### src/rtl/light_pkg.sv
// Shared definitions for the lights sequencer: FSM encoding, colour code
// range, white level and the colour-advance rule.
package light_pkg;

  typedef enum logic [1:0] {
    IDLE   = 2'd0,
    LOOKUP = 2'd1,
    HOLD   = 2'd2
  } light_state_e;

  localparam logic [2:0]  COLOUR_FIRST = 3'd1;
  localparam logic [2:0]  COLOUR_LAST  = 3'd6;
  localparam logic [23:0] WHITE        = 24'hFFFFFF;

  // Step 1..5 forward, wrap 6 back to 1; the unused codes 0 and 7 recover to 1.
  function automatic logic [2:0] next_colour(input logic [2:0] colour);
    if (colour >= COLOUR_FIRST && colour < COLOUR_LAST) begin
      return colour + 3'd1;
    end
    return COLOUR_FIRST;
  endfunction

endpackage

### src/rtl/dwell_timer.sv
// Loadable down-counter with enable; stops at zero and flags it.
// Used by the sequencer both for the converter lookup wait and the dwell.
module dwell_timer #(
  parameter int WIDTH = 2
) (
  input  logic             clk,
  input  logic             rst,
  input  logic             load,
  input  logic             en,
  input  logic [WIDTH-1:0] load_val,
  output logic             zero
);

  logic [WIDTH-1:0] count;

  // Load has priority over counting; counting saturates at zero.
  always_ff @(posedge clk) begin
    // NOTE: state registers use non-blocking assignment so every flop
    // samples pre-edge values, independent of block evaluation order.
    if (rst) begin
      count <= '0;
    end else if (load) begin
      count <= load_val;
    end else if (en && count != '0) begin
      count <= count - WIDTH'(1);
    end
  end

  assign zero = (count == '0);

endmodule

### src/rtl/light_sequencer.sv
// Autonomous colour sequencer for the lights datapath. Walks colour codes
// 1..6, waits out the converter lookup latency before committing the RGB,
// holds each colour for DWELL cycles, and applies a one-cycle-latency white
// override on the registered light output.
// Optional feature: define LIGHT_SEQ_STEP_EN to add the 'step' input, which
// forces an immediate colour advance when sampled high in HOLD.
module light_sequencer
  import light_pkg::*;
#(
  parameter int DWELL   = 4,
  parameter int ROM_LAT = 2
) (
  input  logic        clk,
  input  logic        rst,
`ifdef LIGHT_SEQ_STEP_EN
  input  logic        step,
`endif
  input  logic        run,
  input  logic        white_req,
  input  logic [23:0] rgb_in,
  output logic [2:0]  colour,
  output logic [23:0] light,
  output logic        light_valid,
  output logic        busy
);

  localparam logic [1:0] S_IDLE   = IDLE;
  localparam logic [1:0] S_LOOKUP = LOOKUP;
  localparam logic [1:0] S_HOLD   = HOLD;

  localparam int LK_W = $clog2(ROM_LAT + 2);
  localparam int DW_W = $clog2(DWELL + 1);
  localparam logic [LK_W-1:0] LK_LOAD = LK_W'(ROM_LAT);
  localparam logic [DW_W-1:0] DW_LOAD = DW_W'(DWELL - 1);

  logic [1:0]  state, state_d;
  logic [2:0]  colour_d;
  logic [23:0] rgb_q, rgb_d;
  logic        valid_d;
  logic        lookup_load, dwell_load;
  logic        lookup_zero, dwell_zero;
  logic        step_fire;

`ifdef LIGHT_SEQ_STEP_EN
  assign step_fire = step;
`else
  assign step_fire = 1'b0;
`endif

  // Next-state, next-colour and RGB-capture decisions.
  always_comb begin
    // NOTE: every output of this block is defaulted first, so no path
    // leaves a value unassigned and no latch is inferred.
    state_d     = state;
    colour_d    = colour;
    rgb_d       = rgb_q;
    valid_d     = light_valid;
    lookup_load = 1'b0;
    dwell_load  = 1'b0;
    case (state)
      S_IDLE: begin
        if (run) begin
          state_d     = S_LOOKUP;
          colour_d    = COLOUR_FIRST;
          lookup_load = 1'b1;
        end
      end
      S_LOOKUP: begin
        if (lookup_zero) begin
          state_d    = S_HOLD;
          rgb_d      = rgb_in;
          valid_d    = 1'b1;
          dwell_load = 1'b1;
        end
      end
      S_HOLD: begin
        if ((dwell_zero && run) || step_fire) begin
          state_d     = S_LOOKUP;
          colour_d    = next_colour(colour);
          lookup_load = 1'b1;
        end
      end
      default: state_d = S_IDLE;
    endcase
  end

  dwell_timer #(.WIDTH(LK_W)) u_lookup_timer (
    .clk      (clk),
    .rst      (rst),
    .load     (lookup_load),
    .en       (state == S_LOOKUP),
    .load_val (LK_LOAD),
    .zero     (lookup_zero)
  );

  dwell_timer #(.WIDTH(DW_W)) u_dwell_timer (
    .clk      (clk),
    .rst      (rst),
    .load     (dwell_load),
    .en       ((state == S_HOLD) && run),
    .load_val (DW_LOAD),
    .zero     (dwell_zero)
  );

  // Register FSM state, colour, committed RGB and the white-muxed output.
  always_ff @(posedge clk) begin
    // NOTE: reset is synchronous and clears the committed RGB too, so the
    // output can never show a value from before reset.
    if (rst) begin
      state       <= S_IDLE;
      colour      <= 3'd0;
      rgb_q       <= 24'd0;
      light       <= 24'd0;
      light_valid <= 1'b0;
    end else begin
      state       <= state_d;
      colour      <= colour_d;
      rgb_q       <= rgb_d;
      light_valid <= valid_d;
      light       <= white_req ? WHITE : rgb_d;
    end
  end

  assign busy = (state == S_LOOKUP);

endmodule

### config.mk
export PLATFORM = sky130hd
export DESIGN_NAME = light_sequencer
export DESIGN_NICKNAME = d
export VERILOG_FILES = /design/src/rtl/light_pkg.sv /design/src/rtl/dwell_timer.sv /design/src/rtl/light_sequencer.sv
export SDC_FILE = /design/constraint.sdc
export NUM_CORES = 1
export LEC_CHECK = 0
export ABC_AREA = 1
export CAP_MARGIN = 30
export CORE_MARGIN = 2
export CORE_UTILIZATION = 52
export CTS_CLUSTER_SIZE = 10
export DETAILED_ROUTE_END_ITERATION = 8
export GPL_TIMING_DRIVEN = 1
export PLACE_DENSITY = 0.84
export SLEW_MARGIN = 20
export SYNTH_ARGS = -nofsm -noshare
export SYNTH_HDL_FRONTEND = slang
export SYNTH_SLANG_ARGS = --single-unit
### constraint.sdc
create_clock -name clk -period 2 [get_ports clk]
set_clock_uncertainty 0.2 [all_clocks]
set_input_delay 0.4 -clock clk [delete_from_list [all_inputs] [get_ports clk]]
set_output_delay 0.4 -clock clk [all_outputs]
set_load 0.01 [all_outputs]
=== After elaboration in Yosys (flattened, before gate mapping) ===
Cells that the tools add are included.

* Add/subtract/negate cells: 3
* Order comparisons: 2
* Equality and inequality tests: 5
* Mux-type cells: 24
* Reductions and logical operators: 18

{| class="wikitable"
|+ Operators with widths
! cell !! number
|-
| $mux W24 || 3
|-
| $mux W2 || 7
|-
| $mux W3 || 4
|-
| $reduce_bool A2 Y1 || 4
|-
| $mux W1 || 7
|-
| $ne A2 B2 Y1 const B || 3
|-
| $pmux W2 S3 || 1
|-
| $pmux W3 S2 || 1
|-
| $reduce_and A3 Y1 || 2
|-
| $logic_and A1 B1 Y1 || 5
|-
| $logic_not A2 Y1 || 2
|-
| $reduce_or A2 Y1 || 2
|-
| $add A3 B1 Y3 const B || 1
|-
| $ge A3 B1 Y1 const B || 1
|-
| $logic_not A3 Y1 || 1
|-
| $lt A3 B3 Y1 const B || 1
|-
| $reduce_bool A3 Y1 || 1
|-
| $sub A3 B1 Y3 const B || 1
|-
| $eq A2 B1 Y1 const B || 1
|-
| $eq A2 B2 Y1 const B || 1
|-
| $pmux W1 S2 || 1
|-
| $reduce_and A2 Y1 || 1
|-
| $sub A2 B1 Y2 const B || 1
|}

* Bits in registers: 59
* Bits of input ports: 28
* Output and inout port bits: 29

=== Logic depth before layout (Yosys ltp) ===
Gate-level depths: netlist (run 1).

* Depth in word-level cells: 8
* Depth in mapped cells: 10

=== Modules after synthesis ===
From an unflattened synthesis (run 1), not the netlist that was laid out.

* Cells, all modules: 314
* Area, all modules: 2,371.0 um2

{| class="wikitable"
|+ Modules (own cells, without submodules)
! module !! times used !! cells an instance !! area an instance (um2) !! seq. area each (um2)
|-
| light_sequencer || 1 || 255 || 2,029.4 || 1,081.0
|-
| dwell_timer (u_dwell_timer) || 1 || 34 || 201.4 || 60.1
|-
| dwell_timer (u_lookup_timer) || 1 || 25 || 140.1 || 40.0
|}

=== Worst setup path before layout (run 1) ===
OpenSTA, ideal clock, no wires.

* Kind: in2reg
* Start: input rst
* End: register light[1]
* Arrival time: 1.046 ns
* Data required time: 1.666 ns
* Path slack: 0.620 ns
* Cell stages on the path: 5
* Path buffers: 2
* Cells stage by stage: buf_2 inv_2 nand2_1 clkbuf_1 o21ai_0

{| class="wikitable"
|+ RTL lines
! item !! RTL line !! RTL
|-
| from (decl) || light_sequencer.sv:14 || <nowiki>input logic rst,</nowiki>
|-
| to (signal assigned) || light_sequencer.sv:120 || <nowiki>light <= white_req ? WHITE : rgb_d;</nowiki>
|-
| to (decl) || light_sequencer.sv:22 || <nowiki>output logic [23:0] light,</nowiki>
|}

=== Worst setup path in the final report (run 1) ===
* Start: register colour[0]
* End: output colour[0]

{| class="wikitable"
|+ RTL lines
! item !! RTL line !! RTL
|-
| from (decl) || light_sequencer.sv:21 || <nowiki>output logic [2:0] colour,</nowiki>
|-
| from (signal assigned) || light_sequencer.sv:117 || <nowiki>colour <= colour_d;</nowiki>
|}

No word-level cell between the ends.

==> results.txt, run 1 <==
status - finished clean
Die Y - 70.4 microns
area growth from synthesis to layout - 36.6%
worst slew pin tran - 0.297 ns
Die Wd - 70.4 microns
Area contributors post-synth - dfxtp_1 (52%), o21ai_2 (7.6%), inv_1 (6.6%), nand2_1 (6.2%), nor2_1 (5.4%)
Hold Vio Cnt, Final - 0
placed insts - 377
CP bufs+invs - 1
Final min period - 1.92 ns
Yosys top cell area share - 0.515
fin cells - 393
Critical path origin - colour[0]
Lkg Pwr - 1.38 nW
mux contribution to synthesized area - 0
CTS max path bufs - 2
synthesized area - 0.00229 sq mm
Via Count - 1838
Reg power frac - 0.418
Pwr per Cell Area - 1010 mW/mm^2
# rows - 24
post-synthesis adder-cell area fraction - 0.0273
RePlAce Congestion - 0.776
share of layout cells above drive strength 1 - 0.194
arrival time worst endpoint - 1.32 ns
Setup Buffers After CTS - 0
critical-path cell list - clkdlybuf4s50_1
die area - 0.00496 sq mm
largest net degree at the start of global routing - 23
Final ANT Viol Nets - 0
clock sink total - 59
r2r endpoint - light[15]
Final Slew Violations - 0
Overall Global Routing Usage - 0.192
vias in the first global route - 1708
Worst EP required - 1.40 ns
launching point of the worst reg2reg path - u_lookup_timer.count[0]
first-pass GRT wire length - 7340 microns
total CTS buffers - 9
Synth Area in Simple Gates - 0.191
Unique masters post-synth - 18
Core ar. - 0.00429 sq mm
Sw Pwr - 0.753 mW
sw frac - 0.239
Post-CTS Resized - 1
Slew HR - 0.802
register-to-register setup slack - 0.30 ns
Final WS setup - 0.0832 ns
hold buffer count at CTS - 0
Initial DRC Count - 87
Net Count, Synth - 308
CP delay by family, top - buffers and inverters
max incr delay on CP - 0.57 ns
CP endpoint kind - output pin
critical path depth - 1
Antenna diodes - 0
RSZ-0062 raised after global routing - no
CTS Root Cell - clkbuf_8
register area share after synthesis - 0.515
GR Overflow Total - 0
WL final - 4370 microns
Post-Synth XOR/XNOR Area - 0
antenna violations before repair - 0
critical path's slowest cell - clkdlybuf4s50_1
Starting Density - 0.534
max-cap violations - 0
dpl ws - 0.233 ns
Hold Crit Class - in2reg
Worst Reg-to-Reg Cells - 7
Syn Inst Count - 275
Avg Cell Area, Syn - 8.34 sq um
Synth Warn # - 0
IO Count - 57
drt drc - 0
Critical path destination - colour[0]
Logic pwr share - 0.167
fillers - 342
CTS clock-pin slew for the worst setup and hold paths - 0.07 ns
Crit Path Class - reg2out
DR WL/cell - 11.1 microns
Clock power frac - 0.415
P_int - 2.40 mW
Max Clk Rate - 0.522 GHz
number of input and output port buffers inserted - 56
# setup viols final - 0
Worst VDD drop - 666 uV
Net count, final - 369
Compound-Gate Fraction of Synth Area - 0.159
Yosys top cell by area - dfxtp_1
clock latency on the worst-skew pair - 0.33 ns
TritonRoute pass-1 iters - 4
Final period util - 0.958
detailed placer's ending HPWL - 3000 microns
largest family of logic cells by synthesized area - simple AND/OR/NAND/NOR gates
Synth Register Bits - 59
Worst setup SP type - flop
Via-to-Cell Ratio - 4.68
CTS tree - yes
Setup TNS Final - 0 ns
CP max FO - 6
depth of the CTS H-tree - 3
total power - 3.16 mW
-- placed cells by master (no fill, tap or decap) --
| cell | n |
|---|---|
| buf_12 | 1 |
| buf_4 | 6 |
| dfxtp_1 | 59 |
| nor2_4 | 1 |
| inv_1 | 40 |
| buf_2 | 1 |
| o21ai_0 | 7 |
| nand3_1 | 6 |
| nand2_4 | 1 |
| dlygate4sd2_1 | 1 |
| clkbuf_1 | 1 |
| nor2_1 | 33 |
| bufinv_16 | 3 |
| clkdlybuf4s50_1 | 54 |
| a21oi_1 | 8 |
| nor2_2 | 1 |
| clkbuf_8 | 10 |
| nand2_1 | 38 |
| nand2_2 | 18 |
| inv_2 | 2 |
| o21ai_1 | 23 |
| ha_1 | 5 |
| clkinv_2 | 2 |
| o21ai_2 | 20 |
-- final cells by class --
class                   instances  area (sq um)  area share
clock buffers                  11           141      0.0452
flip-flops and latches         59          1180       0.377
repair buffers                 63           619       0.198
clock inverters                 5           100      0.0320
multi-input cells             161           866       0.277
well taps                      52          65.1      0.0208
inverters                      42           158      0.0504
-- worst min path at each step --
stage / cells past startpoint / slack [ns] / from / endpoint
2_1_floorplan: 2 / 0.24 / u_lookup_timer.count[0] / u_lookup_timer.count[0]
3_3_place_gp: 2 / 0.24 / light_valid / light_valid
3_5_place_dp: 2 / 0.24 / light_valid / light_valid
4_1_cts: 2 / 0.22 / rst / rgb_q[19]
5_1_grt: 2 / 0.25 / rst / rgb_q[18]
6_report: 2 / 0.24 / rst / rgb_q[19]
-- flip-flops by register name, summed over array words and instances, names as in the netlist --
name,count
u_dwell_timer.count,3
colour,3
u_lookup_timer.count,2
rgb_q,24
state,2
light_valid,1
light,24
-- routing by layer --
layer	routed length (microns)	up-vias	track usage
li1	-	968	-
met1	2000	817	0.231
met2	2080	43	0.304
met3	192	10	0.0462
met4	99	0	0.126
met5	0	-	0
-- through the flow --
step | hold WS (ns) | cell area [sq um] | util
final | 0.237 | 3130 | 0.729
after global routing | 0.250 | 3130 | 0.729
after CTS | 0.219 | 3130 | 0.729
after detailed placement | 0.245 | 2890 | 0.673
after global placement | 0.239 | 2890 | 0.673
after floorplan | 0.239 | 2290 | -
-- power by group through the flow --
stage	sequential [mW]	combinational, mW	clock (mW)
5_1_grt	1.33	0.587	1.38
6_report	1.32	0.527	1.31
3_5_place_dp	1.34	0.529	0
2_1_floorplan	1.37	0.282	0
3_3_place_gp	1.34	0.514	0
4_1_cts	1.32	0.533	1.33
-- kinds of logic (layout without fill, tap and decap cells) --
logic type                 count (synthesis)  after routing
adders and majority gates                  5              5
DFF                                       59             59
buffers and inverters                     55            121
and+or+nand+nor                           98             98
AOI/OAI and AO/OA                         58             58
-- synthesized netlist by cell type --
cell	count
dfxtp_1	59
inv_1	40
nand2_1	38
nor2_1	33
o21ai_1	23
o21ai_2	20
nand2_2	18
a21oi_1	8
clkbuf_1	7
o21ai_0	7
nand3_1	6
buf_6	5
ha_1	5
inv_2	2
buf_2	1
nand2_4	1
nor2_2	1
nor2_4	1
Power figures use the tool's default switching activity.
==> inputs of run 2 (changes only) <==
Settings changed: CAP_MARGIN 30 to unset.
==> results of run 2 <==
Same layout as run 1: the final DEF is identical, and so are final timing and power.
==> inputs of run 3 (changes only) <==
Settings changed: HOLD_SLACK_MARGIN set to 0.06.
==> results of run 3 <==
Same layout as run 1: the final DEF is identical, and so are final timing and power.
